**src/rtl/i2c_pwm_regfile.sv**
```systemverilog
// rtl/i2c_pwm_regfile.sv - I2C slave duty-register bank for PWM channels; read path under I2C_READBACK_EN
module i2c_pwm_regfile #(
  parameter logic [6:0] I2C_ADDR   = 7'h42,
  parameter int         NUM_REGS   = 8,
  parameter int         FILTER_LEN = 3
) (
  input  logic                        clk,
  input  logic                        rst,
  input  logic                        scl,
  input  logic                        sda_in,
  output logic                        sda_oe,
  output logic [8*NUM_REGS-1:0]       values,
  output logic                        wr_strobe,
  output logic [$clog2(NUM_REGS)-1:0] wr_index,
  output logic                        busy
);
  localparam int IW = $clog2(NUM_REGS);

  localparam logic [3:0] IDLE      = 4'd0;
  localparam logic [3:0] ADDR      = 4'd1;
  localparam logic [3:0] ADDR_ACK  = 4'd2;
  localparam logic [3:0] PTR       = 4'd3;
  localparam logic [3:0] PTR_ACK   = 4'd4;
  localparam logic [3:0] WDATA     = 4'd5;
  localparam logic [3:0] WDATA_ACK = 4'd6;
`ifdef I2C_READBACK_EN
  localparam logic [3:0] RDATA     = 4'd7;
  localparam logic [3:0] RACK_WAIT = 4'd8;
`endif

  logic [1:0]            scl_sync_q, sda_sync_q;
  logic [FILTER_LEN-2:0] scl_hist_q, sda_hist_q;
  logic [FILTER_LEN-1:0] scl_win, sda_win;
  logic                  scl_f_q, sda_f_q, scl_prev_q, sda_prev_q;
  logic                  start_det, stop_det, scl_rise, scl_fall;

  logic [3:0]            state_q, state_d;
  logic [3:0]            bit_cnt_q, bit_cnt_d;
  logic [6:0]            shift_q, shift_d;
  logic [IW-1:0]         ptr_q, ptr_d;
  logic                  oe_q, oe_d;
  logic                  busy_q, busy_d;
  logic [8*NUM_REGS-1:0] values_q, values_d;
  logic                  wr_strobe_q, wr_strobe_d;
  logic [IW-1:0]         wr_index_q, wr_index_d;
  logic [7:0]            byte_in;
  logic                  addr_match;
`ifdef I2C_READBACK_EN
  logic                  rd_q, rd_d;
  logic [6:0]            tx_q, tx_d;
  logic [7:0]            cur_byte;
  assign cur_byte = values_q[{ptr_q, 3'b000} +: 8];
`endif

  // The window is the newest synchronized sample plus the previous FILTER_LEN-1
  assign scl_win = {scl_hist_q, scl_sync_q[1]};
  assign sda_win = {sda_hist_q, sda_sync_q[1]};

  assign start_det  = scl_f_q & scl_prev_q & sda_prev_q & ~sda_f_q;
  assign stop_det   = scl_f_q & scl_prev_q & ~sda_prev_q & sda_f_q;
  assign scl_rise   = scl_f_q & ~scl_prev_q;
  assign scl_fall   = ~scl_f_q & scl_prev_q;
  assign byte_in    = {shift_q, sda_f_q};
  assign addr_match = (byte_in[7:1] == I2C_ADDR);

  // Synchronize both pins, accept a level only after FILTER_LEN agreeing samples
  always_ff @(posedge clk or posedge rst) begin
    if (rst) begin
      scl_sync_q <= '1;
      sda_sync_q <= '1;
      scl_hist_q <= '1;
      sda_hist_q <= '1;
      scl_f_q    <= 1'b1;
      sda_f_q    <= 1'b1;
      scl_prev_q <= 1'b1;
      sda_prev_q <= 1'b1;
    end else begin
      scl_sync_q <= {scl_sync_q[0], scl};
      sda_sync_q <= {sda_sync_q[0], sda_in};
      scl_hist_q <= scl_win[FILTER_LEN-2:0];
      sda_hist_q <= sda_win[FILTER_LEN-2:0];
      if (&scl_win)       scl_f_q <= 1'b1;
      else if (~|scl_win) scl_f_q <= 1'b0;
      if (&sda_win)       sda_f_q <= 1'b1;
      else if (~|sda_win) sda_f_q <= 1'b0;
      scl_prev_q <= scl_f_q;
      sda_prev_q <= sda_f_q;
    end
  end

  // Protocol FSM: bytes are sampled on scl rise, SDA is only moved after scl fall
  always_comb begin
    state_d     = state_q;
    bit_cnt_d   = bit_cnt_q;
    shift_d     = shift_q;
    ptr_d       = ptr_q;
    oe_d        = oe_q;
    busy_d      = busy_q;
    values_d    = values_q;
    wr_strobe_d = 1'b0;
    wr_index_d  = wr_index_q;
`ifdef I2C_READBACK_EN
    rd_d        = rd_q;
    tx_d        = tx_q;
`endif
    if (stop_det) begin
      state_d = IDLE;
      oe_d    = 1'b0;
      busy_d  = 1'b0;
    end else if (start_det) begin
      state_d   = ADDR;
      bit_cnt_d = 4'd0;
      oe_d      = 1'b0;
    end else begin
      case (state_q)
        ADDR, PTR, WDATA: begin
          if (scl_rise) begin
            shift_d   = byte_in[6:0];
            bit_cnt_d = bit_cnt_q + 4'd1;
            if (bit_cnt_q == 4'd7) begin
              bit_cnt_d = 4'd0;
              if (state_q == ADDR) begin
                state_d = IDLE;
`ifdef I2C_READBACK_EN
                if (addr_match) begin
                  state_d = ADDR_ACK;
                  busy_d  = 1'b1;
                  rd_d    = byte_in[0];
                end
`else
                if (addr_match && !byte_in[0]) begin
                  state_d = ADDR_ACK;
                  busy_d  = 1'b1;
                end
`endif
              end else if (state_q == PTR) begin
                ptr_d   = byte_in[IW-1:0];
                state_d = PTR_ACK;
              end else begin
                values_d[{ptr_q, 3'b000} +: 8] = byte_in;
                wr_strobe_d = 1'b1;
                wr_index_d  = ptr_q;
                ptr_d       = ptr_q + 1'b1;
                state_d     = WDATA_ACK;
              end
            end
          end
        end
        ADDR_ACK, PTR_ACK, WDATA_ACK: begin
          // first fall: pull SDA for the ack bit; second fall: release and move on
          if (scl_fall) begin
            if (bit_cnt_q == 4'd0) begin
              oe_d      = 1'b1;
              bit_cnt_d = 4'd1;
            end else begin
              oe_d      = 1'b0;
              bit_cnt_d = 4'd0;
              state_d   = (state_q == ADDR_ACK) ? PTR : WDATA;
`ifdef I2C_READBACK_EN
              if (state_q == ADDR_ACK && rd_q) begin
                state_d = RDATA;
                tx_d    = cur_byte[6:0];
                oe_d    = ~cur_byte[7];
              end
`endif
            end
          end
        end
`ifdef I2C_READBACK_EN
        RDATA: begin
          if (scl_rise) begin
            if (bit_cnt_q == 4'd8) begin
              if (!sda_f_q) begin
                ptr_d     = ptr_q + 1'b1;
                bit_cnt_d = 4'd9;
              end else begin
                state_d = RACK_WAIT;
              end
            end else begin
              bit_cnt_d = bit_cnt_q + 4'd1;
            end
          end else if (scl_fall) begin
            if (bit_cnt_q == 4'd9) begin
              tx_d      = cur_byte[6:0];
              oe_d      = ~cur_byte[7];
              bit_cnt_d = 4'd0;
            end else if (bit_cnt_q == 4'd8) begin
              oe_d = 1'b0;
            end else begin
              tx_d = {tx_q[5:0], 1'b0};
              oe_d = ~tx_q[6];
            end
          end
        end
        RACK_WAIT: begin
        end
`endif
        default: begin
        end
      endcase
    end
  end

  // Register FSM state, duty bank and outputs
  always_ff @(posedge clk or posedge rst) begin
    if (rst) begin
      state_q     <= IDLE;
      bit_cnt_q   <= '0;
      shift_q     <= '0;
      ptr_q       <= '0;
      oe_q        <= 1'b0;
      busy_q      <= 1'b0;
      values_q    <= '0;
      wr_strobe_q <= 1'b0;
      wr_index_q  <= '0;
`ifdef I2C_READBACK_EN
      rd_q        <= 1'b0;
      tx_q        <= '0;
`endif
    end else begin
      state_q     <= state_d;
      bit_cnt_q   <= bit_cnt_d;
      shift_q     <= shift_d;
      ptr_q       <= ptr_d;
      oe_q        <= oe_d;
      busy_q      <= busy_d;
      values_q    <= values_d;
      wr_strobe_q <= wr_strobe_d;
      wr_index_q  <= wr_index_d;
`ifdef I2C_READBACK_EN
      rd_q        <= rd_d;
      tx_q        <= tx_d;
`endif
    end
  end

  assign sda_oe    = oe_q;
  assign values    = values_q;
  assign wr_strobe = wr_strobe_q;
  assign wr_index  = wr_index_q;
  assign busy      = busy_q;
endmodule

```
**config.mk**
```make
export PLATFORM = sky130hd
export DESIGN_NAME = i2c_pwm_regfile
export DESIGN_NICKNAME = d
export VERILOG_FILES = /design/src/rtl/i2c_pwm_regfile.sv
export SDC_FILE = /design/constraint.sdc
export NUM_CORES = 1
export LEC_CHECK = 0
export CORE_ASPECT_RATIO = 0.75
export CORE_MARGIN = 3
export CORE_UTILIZATION = 30
export CTS_BUF_LIST = sky130_fd_sc_hd__clkbuf_8
export DETAILED_ROUTE_END_ITERATION = 8
export SYNTH_ARGS = -nofsm -noshare
export SYNTH_HDL_FRONTEND = slang
export SYNTH_SLANG_ARGS = --single-unit
export TNS_END_PERCENT = 10
```
**constraint.sdc**
```tcl
create_clock -name clk -period 3.7 [get_ports clk]
set_input_delay 0.74 -clock clk [delete_from_list [all_inputs] [get_ports clk]]
set_output_delay 0.74 -clock clk [all_outputs]
set_load 0.005 [all_outputs]
```
==> results of run 1 <==
==> cells in the final DEF, fill, tap and decap left out, types with 2 or more instances in the layout <==
| cell | netlist | routed |
|---|---|---|
| dfrtp_1 | 87 | 87 |
| a32o_1 | 2 | 2 |
| and3_1 | 13 | 13 |
| ha_1 | 8 | 8 |
| clkbuf_8 | 0 | 11 |
| inv_1 | 12 | 12 |
| mux2i_1 | 4 | 4 |
| mux2_2 | 73 | 73 |
| a211oi_1 | 2 | 2 |
| nor3b_1 | 3 | 3 |
| nand3_1 | 3 | 3 |
| a31oi_1 | 2 | 2 |
| a21oi_1 | 8 | 8 |
| bufinv_16 | 0 | 2 |
| nand2_1 | 6 | 6 |
| nand2b_1 | 5 | 5 |
| and2_1 | 15 | 15 |
| nor4b_1 | 2 | 2 |
| nor2_1 | 10 | 10 |
| o21ai_0 | 9 | 9 |
| clkdlybuf4s50_1 | 0 | 73 |
| nor3_1 | 4 | 4 |
| dfstp_2 | 12 | 12 |
| nand3b_2 | 4 | 4 |
==> metal layers <==
| layer | share of wire | wire [um] | up-vias |
|---|---|---|---|
| met5 | 0 | 0 | - |
| met4 | 0.0083 | 78 | 0 |
| met3 | 0.060 | 568 | 9 |
| met2 | 0.45 | 4271 | 64 |
| met1 | 0.48 | 4531 | 1389 |
| li1 | - | - | 1270 |
==> state kept, by name, summed over array words and instances (netlist names), 3 cells and up <==
| name | count |
|---|---|
| ptr_q | 3 |
| bit_cnt_q | 4 |
| wr_index | 3 |
| values | 64 |
| shift_q | 7 |
| state_q | 3 |
==> how the worst min path moves through the flow <==
| stage | end | slack (ns) | cells past startpoint |
|---|---|---|---|
| after global placement | sda_sync_q[1] | 0.35 | 0 |
| final | scl_sync_q[1] | 0.36 | 0 |
| after CTS | scl_sync_q[1] | 0.36 | 0 |
| after global routing | scl_sync_q[1] | 0.37 | 0 |
| after floorplan | scl_sync_q[1] | 0.35 | 0 |
| after detailed placement | scl_sync_q[1] | 0.35 | 0 |
==> final cells by class <==
cell class / instances / area share
Clock buffer: 11 / 0.02804
Tap cell: 171 / 0.03963
Timing Repair Buffer: 75 / 0.1404
Sequential cell: 99 / 0.4616
Multi-Input combinational cell: 192 / 0.3071
Inverter: 12 / 0.008806
Clock inverter: 5 / 0.01437
==> worst reg2reg max path, delay by kind of cell, from the launching register on <==
| kind | cells | cell delay (ns) |
|---|---|---|
| adder cells (fa/ha/maj) | 1 | 0.53 |
| buffers and inverters | 1 | 0.18 |
| flip-flops | 1 | 0.67 |
| multiplexers | 1 | 0.15 |
| AND/OR/NAND/NOR | 2 | 1.04 |
==> through the flow <==
step / total power (uW) / hold slack [ns] / cells / instance area, sq um / utilization
final: 2156 / 0.3604 / 565 / 5399 / 0.4022
after global routing: 2274 / 0.3685 / 565 / 5399 / 0.4022
after CTS: 2198 / 0.3623 / 565 / 5399 / 0.4022
after detailed placement: 1402 / 0.3493 / 549 / 5170 / 0.3852
after global placement: 1391 / 0.3484 / 549 / 5170 / 0.3852
after floorplan: 1331 / 0.3452 / 313 / 4247 / -
==> power by group through the flow <==
| stage | sequential [uW] | combinational, uW | clock (uW) |
|---|---|---|---|
| 3_3_place_gp | 1220 | 171 | 0 |
| 5_1_grt | 1210 | 203 | 857 |
| 2_1_floorplan | 1190 | 143 | 0 |
| 3_5_place_dp | 1220 | 179 | 0 |
| 4_1_cts | 1200 | 179 | 816 |
| 6_report | 1200 | 175 | 779 |
==> kinds of logic after synthesis <==
kind of cell    after synthesis  share of synthesized area
fa+ha+maj                     8                    0.02357
buf+inv                      22                    0.02268
flops                        99                     0.5869
compound gates               32                    0.04980
xor+xnor                      1                   0.002063
simple gates                 74                     0.1120
mux                          77                     0.2030
==> reports/qor.yml, run 1 <==
run_status: "finished, final reports clean"
synth_area_per_cell_sq_um: 13.57
grt_antenna_before_repair: 0
fillers: 1285
ff_latch_area_sq_mm: 0.002492
timing.critical_path.to: "values[53]"
start_kind: "flop"
cts_hold_buffers: 0
cts_resized: 0
rows: 36
place_ws_ns: 1.085
setup_slack_ns: 1.088
track_usage: 0.1269
synth_top_area_share: 0.5127
dieArea_sq_mm: 0.01563
yosysWarningCount: 0
pwr-share-comb: 0.081
ys_top_cells_by_count: "dfrtp_1 (87), mux2_2 (73), and2_1 (15)"
p_int_uw: 1621
ys_async_sr_fraction: 1.000
coreArea_sq_mm: 0.01342
dr.pass1.iters: 4
synthCells: 313
synth_edf_count: 0
setup_violations: 0
path_class: "reg2reg"
worstPathMaxFanout: 19
synth.most_common_cell: "dfrtp_1"
skew_ns: 0.009981
antenna_cells: 0
cp_data_arrival_time_ns: 2.92
power.switching_uw: 534.9
timing.rr.end: "values[53]"
dp.final_hpwl_mm: 6.738
regToRegSetupSlack_ns: 1.09
crit_cells: 5
setup-tns-final_ns: 0
cts_tree: "built"
io_pins: 74
final_antenna_net_count: 0
use_met2: 0.1925
dr_total_vias: 2732
initial_utilization: 0.3164
syn2layout_area_growth_pct: 27.14
slowest_stage: "nor3b_1"
cts.path.max_buffers: 2
die_y_um: 109.0
slew_violations: 0
power.leakage_uw: 0.002538
routed_wirelength_mm: 9.449
busiest_layer: "met2"
die_x_um: 143.4
swShare: 0.2481
cts_root_buf: "clkbuf_8"
synth_fp_nets: 325
syn-cell-area_sq_mm: 0.004247
grtUsageMet3: 0.04516
rr_worst_depth: 5
gr-usage-met1: 0.1773
drive_gt1_frac: 0.2843
yosys.cell_types.count: 44
grt_max_degree: 53
finalHoldViolCount: 0
path_cells: "inv_1, ha_1, nor3b_1, and2_1, mux2_2"
irDropWorstVdd_uv: 192.4
synth_top_cells_by_area: "dfrtp_1 (51%), mux2_2 (19%), dfstp_2 (7.4%), ha_1 (2.4%), and2_1 (2.2%)"
cts_setup_buffers: 0
fin_crit_sh: 0.7059
rsz0062_at_grt: "no"
hold_path.startpoint: "scl_sync_q[0]"
worstHoldPathType: "reg2reg"
path_clk_slew_ns: 0.09
grt_pass1_wl_mm: 15.35
cts.sinks: 99
cp_top_family: "simple AND/OR/NAND/NOR gates"
synth_top_area_cell: "dfrtp_1"
pwr-share-clk: 0.361
critPathBufInv: 1
drc_errors: 0
routed_via_density: 4.835
synthFlopType: "dfrtp_1"
crit-reg2reg-launch: "ptr_q[0]"
cp-end-kind: "flop"
powerDensity_mw_per_mm2: 399.3
drv_cap: 0
seqPwrFrac: 0.558
globalplace.congestion: 0.8036
min_period_ns: 2.612
startpoint: "ptr_q[0]"
wl_per_cell_um: 16.72
tightest_slew_ns: 0.9037
ys_seq_elements: 99
first_iter_violations: 83
grt-ovfl-total: 0
grt_pass1_vias: 2811
timing.fmax_mhz: 382.9
slew_headroom: 0.3962
nets: 401
multi_input_area_sq_mm: 0.001658
htreeDepth: 3
cts_buffers: 9
max_stage_delay_ns: 0.78
ys_seq_area_frac: 0.5869
io_buffers: 73
cp_data_required_time_ns: 4.01
clock_latency_ns: 0.36
No activity file was read; power rests on OpenSTA's default activity.
==> run 2: changes to the inputs <==
==> constraint.sdc (replaced) <==
create_clock -name clk -period 2.36 [get_ports clk]
set_input_delay 0.472 -clock clk [delete_from_list [all_inputs] [get_ports clk]]
set_output_delay 0.472 -clock clk [all_outputs]
set_load 0.005 [all_outputs]
==> reports/qor.yml, run 2 (synthesized netlist as in run 1, its figures left out) <==
io_buffers: 73  # unchanged
path_clk_slew_ns: 0.10  # about the same
drv_cap: 0  # unchanged
dp.final_hpwl_mm: 6.944  # +3.1%
cts_tree: "built"
setup_violations: 0  # unchanged
dr_total_vias: 2762  # +1.1%
cts.path.max_buffers: 2  # unchanged
nets: 413  # +3.0%
dr.pass1.iters: 4  # unchanged
wl_per_cell_um: 16.45  # -1.6%
grt_pass1_wl_mm: 15.68  # +2.2%
cts_buffers: 9  # unchanged
hold_depth: 0  # unchanged
worstHoldEndpoint: "scl_sync_q[1]"
slew_headroom: 0.4694  # +0.07321
cts.sinks: 99  # unchanged
power.leakage_uw: 0.002583  # +1.8%
die_y_um: 109.0  # unchanged
dieArea_sq_mm: 0.01563  # unchanged
path_class: "reg2reg"
rr_worst_depth: 5  # unchanged
grt_max_degree: 52  # -1.9%
regToRegSetupSlack_ns: 0.17  # -0.92 ns
grt-ovfl-total: 0  # unchanged
antenna_cells: 0  # unchanged
crit-reg2reg-launch: "bit_cnt_q[0]"
track_usage: 0.1292  # +0.002329
layout_common_cells: "dfrtp_1 (87), mux2_2 (73), clkdlybuf4s50_1 (73), and2_1 (15), and3_1 (13)"
clock_latency_ns: 0.37  # about the same
first_iter_violations: 145  # +75%
syn2layout_area_growth_pct: 28.90
drc_errors: 0  # unchanged
cts_resized: 0  # unchanged
largest_reg_flops: 64  # unchanged
io_pins: 74  # unchanged
skew_ns: 0.008936  # -0.001045 ns
min_period_ns: 2.192  # -0.4202 ns
coreArea_sq_mm: 0.01342  # unchanged
routed_via_density: 4.787  # -1.0%
drive_gt1_frac: 0.3079  # +0.02362
timing.rr.end: "values[13]"
worstHoldPathType: "reg2reg"
start_kind: "flop"
cts_hold_buffers: 0  # unchanged
tightest_slew_ns: 0.7941  # -0.1096 ns
fin_crit_sh: 0.9287  # +0.2228
cp-end-kind: "flop"
finalHoldViolCount: 0  # unchanged
initial_utilization: 0.3164  # unchanged
grt_antenna_before_repair: 0  # unchanged
globalplace.congestion: 0.8009  # -0.34%
grt_pass1_vias: 2907  # +3.4%
rsz0062_at_grt: "no"
timing.fmax_mhz: 456.3  # +19%
power.total_uw: 3269  # +52%
powerDensity_mw_per_mm2: 597.2  # +50%
run_status: "finished, final reports clean"
rows: 36  # unchanged
cts_root_buf: "clkbuf_8"
cts_setup_buffers: 0  # unchanged
setup-tns-final_ns: 0  # unchanged
final_antenna_net_count: 0  # unchanged
htreeDepth: 3  # unchanged
cp_data_arrival_time_ns: 2.45  # -0.47 ns
irDropWorstVdd_uv: 251.1  # +31%
worstPathMaxFanout: 8  # -11
final_common_cell: "dfrtp_1"
die_x_um: 143.4  # unchanged
routed_wirelength_mm: 9.492  # +0.46%
slew_violations: 0  # unchanged
hold_path.startpoint: "scl_sync_q[0]"
cp_data_required_time_ns: 2.62  # -1.39 ns
run 2: final cells by class:
class,count,area (sq um)
fillers,1241,7949
flip-flops and latches,99,2492
multi-input cells,192,1658
repair buffers,87,860.8
well taps,171,214.0
clock buffers,9,123.9
clock inverters,7,76.32
inverters,12,48.80
run 2: worst max path at each step:
stage | startpoint | endpoint | slack [ns] | cells past startpoint
finish | bit_cnt_q[0] | values[13] | 0.17 | 5
floorplan | ptr_q[0] | values[0] | 0.35 | 7
CTS | scl_f_q | values[14] | 0.19 | 4
detailed placement | scl_f_q | values[13] | 0.19 | 4
global placement | scl_f_q | values[12] | 0.24 | 4
global route | bit_cnt_q[0] | values[14] | 0.05 | 5
run 2: worst max-delay path, stage by stage, from the launching register on:
cell and delay [ns]:
dfrtp_1 0.40, ha_1 0.23, nand3b_1 0.18, nor4_4 0.43
and3_1 0.45, mux2_2 0.38
run 2: report_power, final:
part | switching (uW) | internal, uW | total (uW)
clock | 598 | 499 | 1100
sequential | 113 | 1770 | 1880
combinational | 162 | 126 | 288
run 2: metrics by stage:
stage	hold slack, ns	cells	cell area (sq um)	worst slack [ns]	utilization
floorplan	0.3452	313	4250	0.3499	-
detailed placement	0.3487	561	5274	0.1911	0.3929
finish	0.3633	577	5474	0.1683	0.4078
global placement	0.3460	561	5274	0.2389	0.3929
CTS	0.3668	577	5474	0.1903	0.4078
global route	0.3679	577	5474	0.04905	0.4078
run 2: routing by layer:
layer  track usage  up-vias  part of all wire
li1              -     1303                 -
met1        0.1824     1380              0.50
met2        0.1955       69              0.45
met3       0.03858       10             0.046
met4       0.03226        0             0.011
met5             0        -                 0
